$ cat src/rtl/userio_pkg.sv
// Shared types and helpers for the USERIO pattern sequencer.
package userio_pkg;

  typedef enum logic [1:0] {
    ST_IDLE = 2'd0,
    ST_RUN  = 2'd1,
    ST_DONE = 2'd2
  } seq_state_e;

  // Table entries are packed as {hold, pwdriven, data} with data in the LSBs.
  localparam int DATA_LSB = 0;

  function automatic int pwd_lsb(input int width);
    return width;
  endfunction

  function automatic int hold_lsb(input int width);
    return 2 * width;
  endfunction

  // Address width for a table of the given depth (at least one bit).
  function automatic int addr_width(input int depth);
    return (depth > 1) ? $clog2(depth) : 1;
  endfunction

endpackage

$ cat src/rtl/userio_sync.sv
// N-bit two-flop synchronizer for asynchronous pad readback.
module userio_sync
  import userio_pkg::*;
#(
  parameter int N = 8
) (
  input  logic         clk,
  input  logic         rst_n,
  input  logic [N-1:0] d,
  output logic [N-1:0] q
);

  logic [N-1:0] meta_r;
  logic [N-1:0] sync_r;

  // Two back-to-back flops to settle metastability before use
  always_ff @(posedge clk or negedge rst_n) begin
    if (!rst_n) begin
      meta_r <= {N{1'b0}};
      sync_r <= {N{1'b0}};
    end else begin
      meta_r <= d;
      sync_r <= meta_r;
    end
  end

  assign q = sync_r;

endmodule

$ cat src/rtl/userio_seq.sv
// Pattern sequencer in front of the USERIO pad block: plays a table of
// (data, drive-enable, hold) steps, captures readback at each step end and
// passes manual drive values through while idle.
module userio_seq
  import userio_pkg::*;
#(
  parameter int pWIDTH      = 8,
  parameter int pDEPTH      = 16,
  parameter int pHOLD_WIDTH = 16,
  parameter int pREP_WIDTH  = 8
) (
  input  logic                            usb_clk,
  input  logic                            reset_n,
  input  logic                            I_wr_en,
  input  logic [addr_width(pDEPTH)-1:0]   I_wr_addr,
  input  logic [2*pWIDTH+pHOLD_WIDTH-1:0] I_wr_data,
  input  logic [addr_width(pDEPTH):0]     I_num_steps,
  input  logic [pREP_WIDTH-1:0]           I_repeat,
  input  logic                            I_start,
  input  logic                            I_stop,
  input  logic [pWIDTH-1:0]               I_manual_data,
  input  logic [pWIDTH-1:0]               I_manual_pwdriven,
  input  logic [pWIDTH-1:0]               I_userio_in,
  output logic [pWIDTH-1:0]               O_userio_drive_data,
  output logic [pWIDTH-1:0]               O_userio_pwdriven,
  output logic                            O_busy,
  output logic                            O_done,
  output logic [addr_width(pDEPTH)-1:0]   O_step,
  output logic [pWIDTH-1:0]               O_capture,
  output logic                            O_capture_valid,
  output logic                            O_wr_err
);

  localparam int AW       = addr_width(pDEPTH);
  localparam int EW       = 2 * pWIDTH + pHOLD_WIDTH;
  localparam int PWD_LSB  = pwd_lsb(pWIDTH);
  localparam int HOLD_LSB = hold_lsb(pWIDTH);
  localparam logic [AW:0] MAX_STEPS = (AW + 1)'(pDEPTH);

  logic [EW-1:0]          pat_mem_r [pDEPTH];

  seq_state_e             state_r, state_nxt_s;
  logic [AW-1:0]          step_r, step_nxt_s;
  logic [pHOLD_WIDTH-1:0] hold_cnt_r, hold_cnt_nxt_s;
  logic [pREP_WIDTH-1:0]  pass_r, pass_nxt_s, pass_inc_s;
  logic [AW:0]            num_steps_r, num_steps_nxt_s;
  logic [pREP_WIDTH-1:0]  repeat_r, repeat_nxt_s;

  logic                   start_ok_s, last_cycle_s, last_step_s;
  logic                   cap_en_s, done_nxt_s;
  logic [pWIDTH-1:0]      drive_data_nxt_s, drive_pwd_nxt_s;
  logic [pWIDTH-1:0]      userio_sync_s;

  logic [pWIDTH-1:0]      drive_data_r, drive_pwd_r, capture_r;
  logic                   busy_r, done_r, cap_valid_r, wr_err_r;

  userio_sync #(.N(pWIDTH)) u_sync (
    .clk   (usb_clk),
    .rst_n (reset_n),
    .d     (I_userio_in),
    .q     (userio_sync_s)
  );

  // Pattern table: writable only while idle, contents survive reset
  always_ff @(posedge usb_clk) begin
    if (I_wr_en && (state_r == ST_IDLE)) begin
      pat_mem_r[I_wr_addr] <= I_wr_data;
    end
  end

  assign start_ok_s   = (I_num_steps != (AW + 1)'(0)) && (I_num_steps <= MAX_STEPS);
  assign last_cycle_s = (hold_cnt_r == pat_mem_r[step_r][HOLD_LSB +: pHOLD_WIDTH]);
  assign last_step_s  = ({1'b0, step_r} == (num_steps_r - (AW + 1)'(1)));
  assign pass_inc_s   = pass_r + pREP_WIDTH'(1);

  // Sequencer next state, step/hold/pass counters and capture strobe
  always_comb begin
    state_nxt_s     = state_r;
    step_nxt_s      = step_r;
    hold_cnt_nxt_s  = hold_cnt_r;
    pass_nxt_s      = pass_r;
    num_steps_nxt_s = num_steps_r;
    repeat_nxt_s    = repeat_r;
    cap_en_s        = 1'b0;
    done_nxt_s      = 1'b0;
    case (state_r)
      ST_IDLE: begin
        // Stop in the same cycle cancels the start
        if (I_start && !I_stop && start_ok_s) begin
          state_nxt_s     = ST_RUN;
          num_steps_nxt_s = I_num_steps;
          repeat_nxt_s    = I_repeat;
          step_nxt_s      = AW'(0);
          hold_cnt_nxt_s  = pHOLD_WIDTH'(0);
          pass_nxt_s      = pREP_WIDTH'(0);
        end else begin
          state_nxt_s = ST_IDLE;
        end
      end
      ST_RUN: begin
        if (I_stop) begin
          // Abort truncates the current step without a capture
          state_nxt_s    = ST_DONE;
          done_nxt_s     = 1'b1;
          step_nxt_s     = AW'(0);
          hold_cnt_nxt_s = pHOLD_WIDTH'(0);
        end else if (last_cycle_s) begin
          cap_en_s       = 1'b1;
          hold_cnt_nxt_s = pHOLD_WIDTH'(0);
          if (last_step_s) begin
            step_nxt_s = AW'(0);
            pass_nxt_s = pass_inc_s;
            // Repeat 0 runs forever; nonzero never wraps before matching
            if ((repeat_r != pREP_WIDTH'(0)) && (pass_inc_s == repeat_r)) begin
              state_nxt_s = ST_DONE;
              done_nxt_s  = 1'b1;
            end else begin
              state_nxt_s = ST_RUN;
            end
          end else begin
            step_nxt_s = step_r + AW'(1);
          end
        end else begin
          hold_cnt_nxt_s = hold_cnt_r + pHOLD_WIDTH'(1);
        end
      end
      ST_DONE: begin
        state_nxt_s = ST_IDLE;
      end
      default: begin
        state_nxt_s = ST_IDLE;
        step_nxt_s  = AW'(0);
      end
    endcase
  end

  // Next pad drive: table entry of the upcoming step while running, else manual
  always_comb begin
    drive_data_nxt_s = I_manual_data;
    drive_pwd_nxt_s  = I_manual_pwdriven;
    if (state_nxt_s == ST_RUN) begin
      drive_data_nxt_s = pat_mem_r[step_nxt_s][DATA_LSB +: pWIDTH];
      drive_pwd_nxt_s  = pat_mem_r[step_nxt_s][PWD_LSB +: pWIDTH];
    end else begin
      drive_data_nxt_s = I_manual_data;
      drive_pwd_nxt_s  = I_manual_pwdriven;
    end
  end

  // State, counters and all registered outputs; reset tri-states every pin
  always_ff @(posedge usb_clk or negedge reset_n) begin
    if (!reset_n) begin
      state_r      <= ST_IDLE;
      step_r       <= AW'(0);
      hold_cnt_r   <= pHOLD_WIDTH'(0);
      pass_r       <= pREP_WIDTH'(0);
      num_steps_r  <= (AW + 1)'(0);
      repeat_r     <= pREP_WIDTH'(0);
      drive_data_r <= pWIDTH'(0);
      drive_pwd_r  <= pWIDTH'(0);
      capture_r    <= pWIDTH'(0);
      busy_r       <= 1'b0;
      done_r       <= 1'b0;
      cap_valid_r  <= 1'b0;
      wr_err_r     <= 1'b0;
    end else begin
      state_r      <= state_nxt_s;
      step_r       <= step_nxt_s;
      hold_cnt_r   <= hold_cnt_nxt_s;
      pass_r       <= pass_nxt_s;
      num_steps_r  <= num_steps_nxt_s;
      repeat_r     <= repeat_nxt_s;
      drive_data_r <= drive_data_nxt_s;
      drive_pwd_r  <= drive_pwd_nxt_s;
      busy_r       <= (state_nxt_s == ST_RUN);
      done_r       <= done_nxt_s;
      cap_valid_r  <= cap_en_s;
      wr_err_r     <= I_wr_en && (state_r != ST_IDLE);
      if (cap_en_s) begin
        capture_r <= userio_sync_s;
      end else begin
        capture_r <= capture_r;
      end
    end
  end

  assign O_userio_drive_data = drive_data_r;
  assign O_userio_pwdriven   = drive_pwd_r;
  assign O_busy              = busy_r;
  assign O_done              = done_r;
  assign O_step              = step_r;
  assign O_capture           = capture_r;
  assign O_capture_valid     = cap_valid_r;
  assign O_wr_err            = wr_err_r;

endmodule

$ cat config.mk
export PLATFORM = sky130hd
export DESIGN_NAME = userio_seq
export DESIGN_NICKNAME = d
export VERILOG_FILES = /design/src/rtl/userio_pkg.sv /design/src/rtl/userio_sync.sv /design/src/rtl/userio_seq.sv
export SDC_FILE = /design/constraint.sdc
export NUM_CORES = 1
export LEC_CHECK = 0
export CORE_MARGIN = 2
export CORE_UTILIZATION = 42
export CTS_BUF_LIST = sky130_fd_sc_hd__clkbuf_4
export CTS_CLUSTER_DIAMETER = 200
export DETAILED_ROUTE_END_ITERATION = 16
export GPL_TIMING_DRIVEN = 0
export SLEW_MARGIN = 10
export SYNTH_ARGS = -nofsm -noshare
export SYNTH_HDL_FRONTEND = slang
export SYNTH_SLANG_ARGS = --single-unit
$ cat constraint.sdc
create_clock -name usb_clk -period 6.4 [get_ports usb_clk]
set_input_delay 0.96 -clock usb_clk [delete_from_list [all_inputs] [get_ports usb_clk]]
set_output_delay 0.96 -clock usb_clk [all_outputs]
set_load 0.05 [all_outputs]
==> run metrics <==
Post-synth top cells edfxtp_1, nand2_1, mux2i_1, dfrtp_1, mux4_2; register bit total from synthesis 599; DIE HEIGHT 242 um; Slew @ Worst Pin 1.02 ns; area delta synth->final 20.5%; DRC viols 0; worst setup path start O_step[2]; CP Capture Type flip-flop; Nets 1729; fraction of layout cells with a size suffix above 1 25.4%; # port buffers 109; CP arrival 6.00 ns; hold path cells 0; Initial Util 42.3%; first-pass GRT wire length 87.4 mm; nature of the critical path startpoint flip-flop; gr usage total 20.4%; FP Rows 87; Final Cycle Share 80.9%; reported net switching power 1.82 mW; synth top area cells edfxtp_1, dfrtp_1, mux4_2, mux2i_1, nand2_1; Yosys cell types 61; Worst-Skew Late Latency 1.01 ns; critical path class flip-flop to flip-flop; Final min period 5.18 ns; Routed Antenna Nets 0; PostCTS Resize Cnt 0; most frequent cell after synthesis edfxtp_1; final non-filler cell total 2524; Clock Skew 0.0656 ns; Yosys top cell by area edfxtp_1; synth warn 0; final wirelength 58.8 mm; postcts setup bufs 0; Sum Neg Setup Slack 0 ns; PD cells 288 nW/um^2; Die X 242 um; Vias per Instance 5.36; worst reg2reg endpoint O_userio_drive_data[6]; mean post-synth cell area 17.7 sq um; CTS Hold Bufs 1; Synth Cell Area 23800 sq um; clock sinks 599; reg2reg setup slack 1.22 ns; Clock Path Buffers 3; Worst Path Required 7.23 ns; Int Pwr 6.42 mW; sequential share of the synthesized area 73.8%; RSZ-0062 raised after global routing false; Final Wtd Congestion 0.785; asr flop ratio synth 14.5%; drt first-iter violations 1009; max cap viols 0; Post-synth EDFFs 512; Core ar. 56200 sq um; top-area cell type share of the netlist area 64.7%; Min Hold Slack 0.346 ns; Max Clock Freq 193 MHz; clk slew on worst S/H paths 0.07 ns; sequential power share 53.0%; Most used DFF post-synth edfxtp_1; Total Power 8.24 mW; Max rail drop VDD 192 uV; H-tree depth 4; initial antenna violation count 4; hpwl dp 38.4 mm; final setup vio count 0; Root Driver clkbuf_4; Logic pwr share 5.0%; Die ar. 58500 sq um; fin. max-slew vios 0; Hold Fails Final Rpt 0; r2r worst-path depth 16; largest net degree at the start of global routing 50; clock share of power 42.0%; average wire per standard cell 23.3 um; leakage power 10.2 nW; crit path to O_userio_drive_data[6]; total gr overflow 0; CP Max Fanout 10; Vias 13529; vias in the first global route 14023; Rel. slew slack 31.6%; syn_nets 1427; CTS Buf Count 153; placed insts 2247; TritonCTS clock tree done; Hold Crit Class flip-flop to flip-flop; outcome completed; Switching Fraction 22.1%; fill count 4707; I/O Pins 110; Pre-antenna DRT Iters 7; Reg-to-Reg Start O_step[2]; Post-Syn Instances 1345
## metrics by stage
step                setup slack, ns  cell area, sq um  util, %
finish                         1.22             28600     51.0
detailed placement             1.20             26500     47.2
global placement              -1.68             25800     45.9
floorplan                      2.34             23800        -
global route                  0.909             28600     51.0
CTS                            1.18             28600     51.0
## power by group through the flow
| stage | clock network, mW | registers, mW | logic, mW |
|---|---|---|---|
| after floorplan | 0 | 4.49 | 0.152 |
| after global placement | 0 | 4.46 | 0.380 |
| final | 3.46 | 4.37 | 0.409 |
| after CTS | 3.54 | 4.37 | 0.413 |
| after global routing | 3.76 | 4.38 | 0.441 |
| after detailed placement | 0 | 4.46 | 0.410 |
## cell usage in the layout, fill, tap and decap left out, types with 27 or more instances in the layout
cell	instances
a221oi_1	29
clkbuf_4	232
dfrtp_1	87
clkdlybuf4s50_1	108
o21ai_0	38
nand2_1	142
mux2i_1	106
nor2_1	29
edfxtp_1	512
clkinv_1	27
mux4_2	57
nand3_1	33
## logic make-up after synthesis
group / Yosys count / share of synthesized area [%]
AOI/OAI and AO/OA: 156 / 5.00
DFF: 599 / 73.8
and+or+nand+nor: 282 / 5.47
adders and majority gates: 4 / 0.211
xor gates and xnor gates: 42 / 1.55
buffers and inverters: 69 / 2.04
muxes: 193 / 11.9
## registers in the layout, indices dropped and copies added, names as in the netlist, 2 cells and up
signal / count
O_capture: 8
O_step: 4
O_userio_drive_data: 8
O_userio_pwdriven: 8
hold_cnt_r: 16
num_steps_r: 5
pass_r: 8
pat_mem_r: 512
repeat_r: 8
state_r: 2
u_sync.meta_r: 8
u_sync.q: 8
## metal layers
layer	vias up	GRT usage, %	wire, um
li1	6041	-	-
met1	6938	26.0	24400
met2	449	34.1	29600
met3	97	4.77	3480
met4	4	7.52	1320
met5	-	0	24
## worst min path at each step
stage	to	slack, ns	from
2_1_floorplan	u_sync.q[0]	0.33	u_sync.meta_r[0]
3_3_place_gp	u_sync.q[2]	0.33	u_sync.meta_r[2]
3_5_place_dp	u_sync.q[0]	0.33	u_sync.meta_r[0]
4_1_cts	u_sync.meta_r[5]	0.32	I_userio_in[5]
5_1_grt	u_sync.meta_r[5]	0.32	I_userio_in[5]
6_report	u_sync.q[6]	0.35	u_sync.meta_r[6]
## layout make-up
type | count | area, sq um | area share, %
Sequential cell | 599 | 17600 | 61.3
Multi-Input combinational cell | 677 | 5840 | 20.4
Clock buffer | 232 | 1740 | 6.08
Timing Repair Buffer | 147 | 1710 | 5.98
Tap cell | 756 | 946 | 3.30
Buffer | 60 | 447 | 1.56
Clock inverter | 39 | 344 | 1.20
Inverter | 9 | 38.8 | 0.135
Antenna cell | 5 | 12.5 | 0.0437
## critical path, cell delays in order, from the launching register on
cell and delay [ns]:
dfrtp_1 0.49, buf_2 0.37, clkbuf_1 0.58, mux4_2 0.41, a22o_1 0.25, a221oi_1 0.54
xor2_1 0.20, nand4_1 0.19, a21oi_4 0.23, nand2_2 0.14, o22ai_4 0.36, inv_1 0.20
nand4_2 0.27, buf_4 0.26, o21ai_0 0.13, a211oi_1 0.22, nand2_1 0.18
Note: power is estimated with default switching activity, not from simulation.
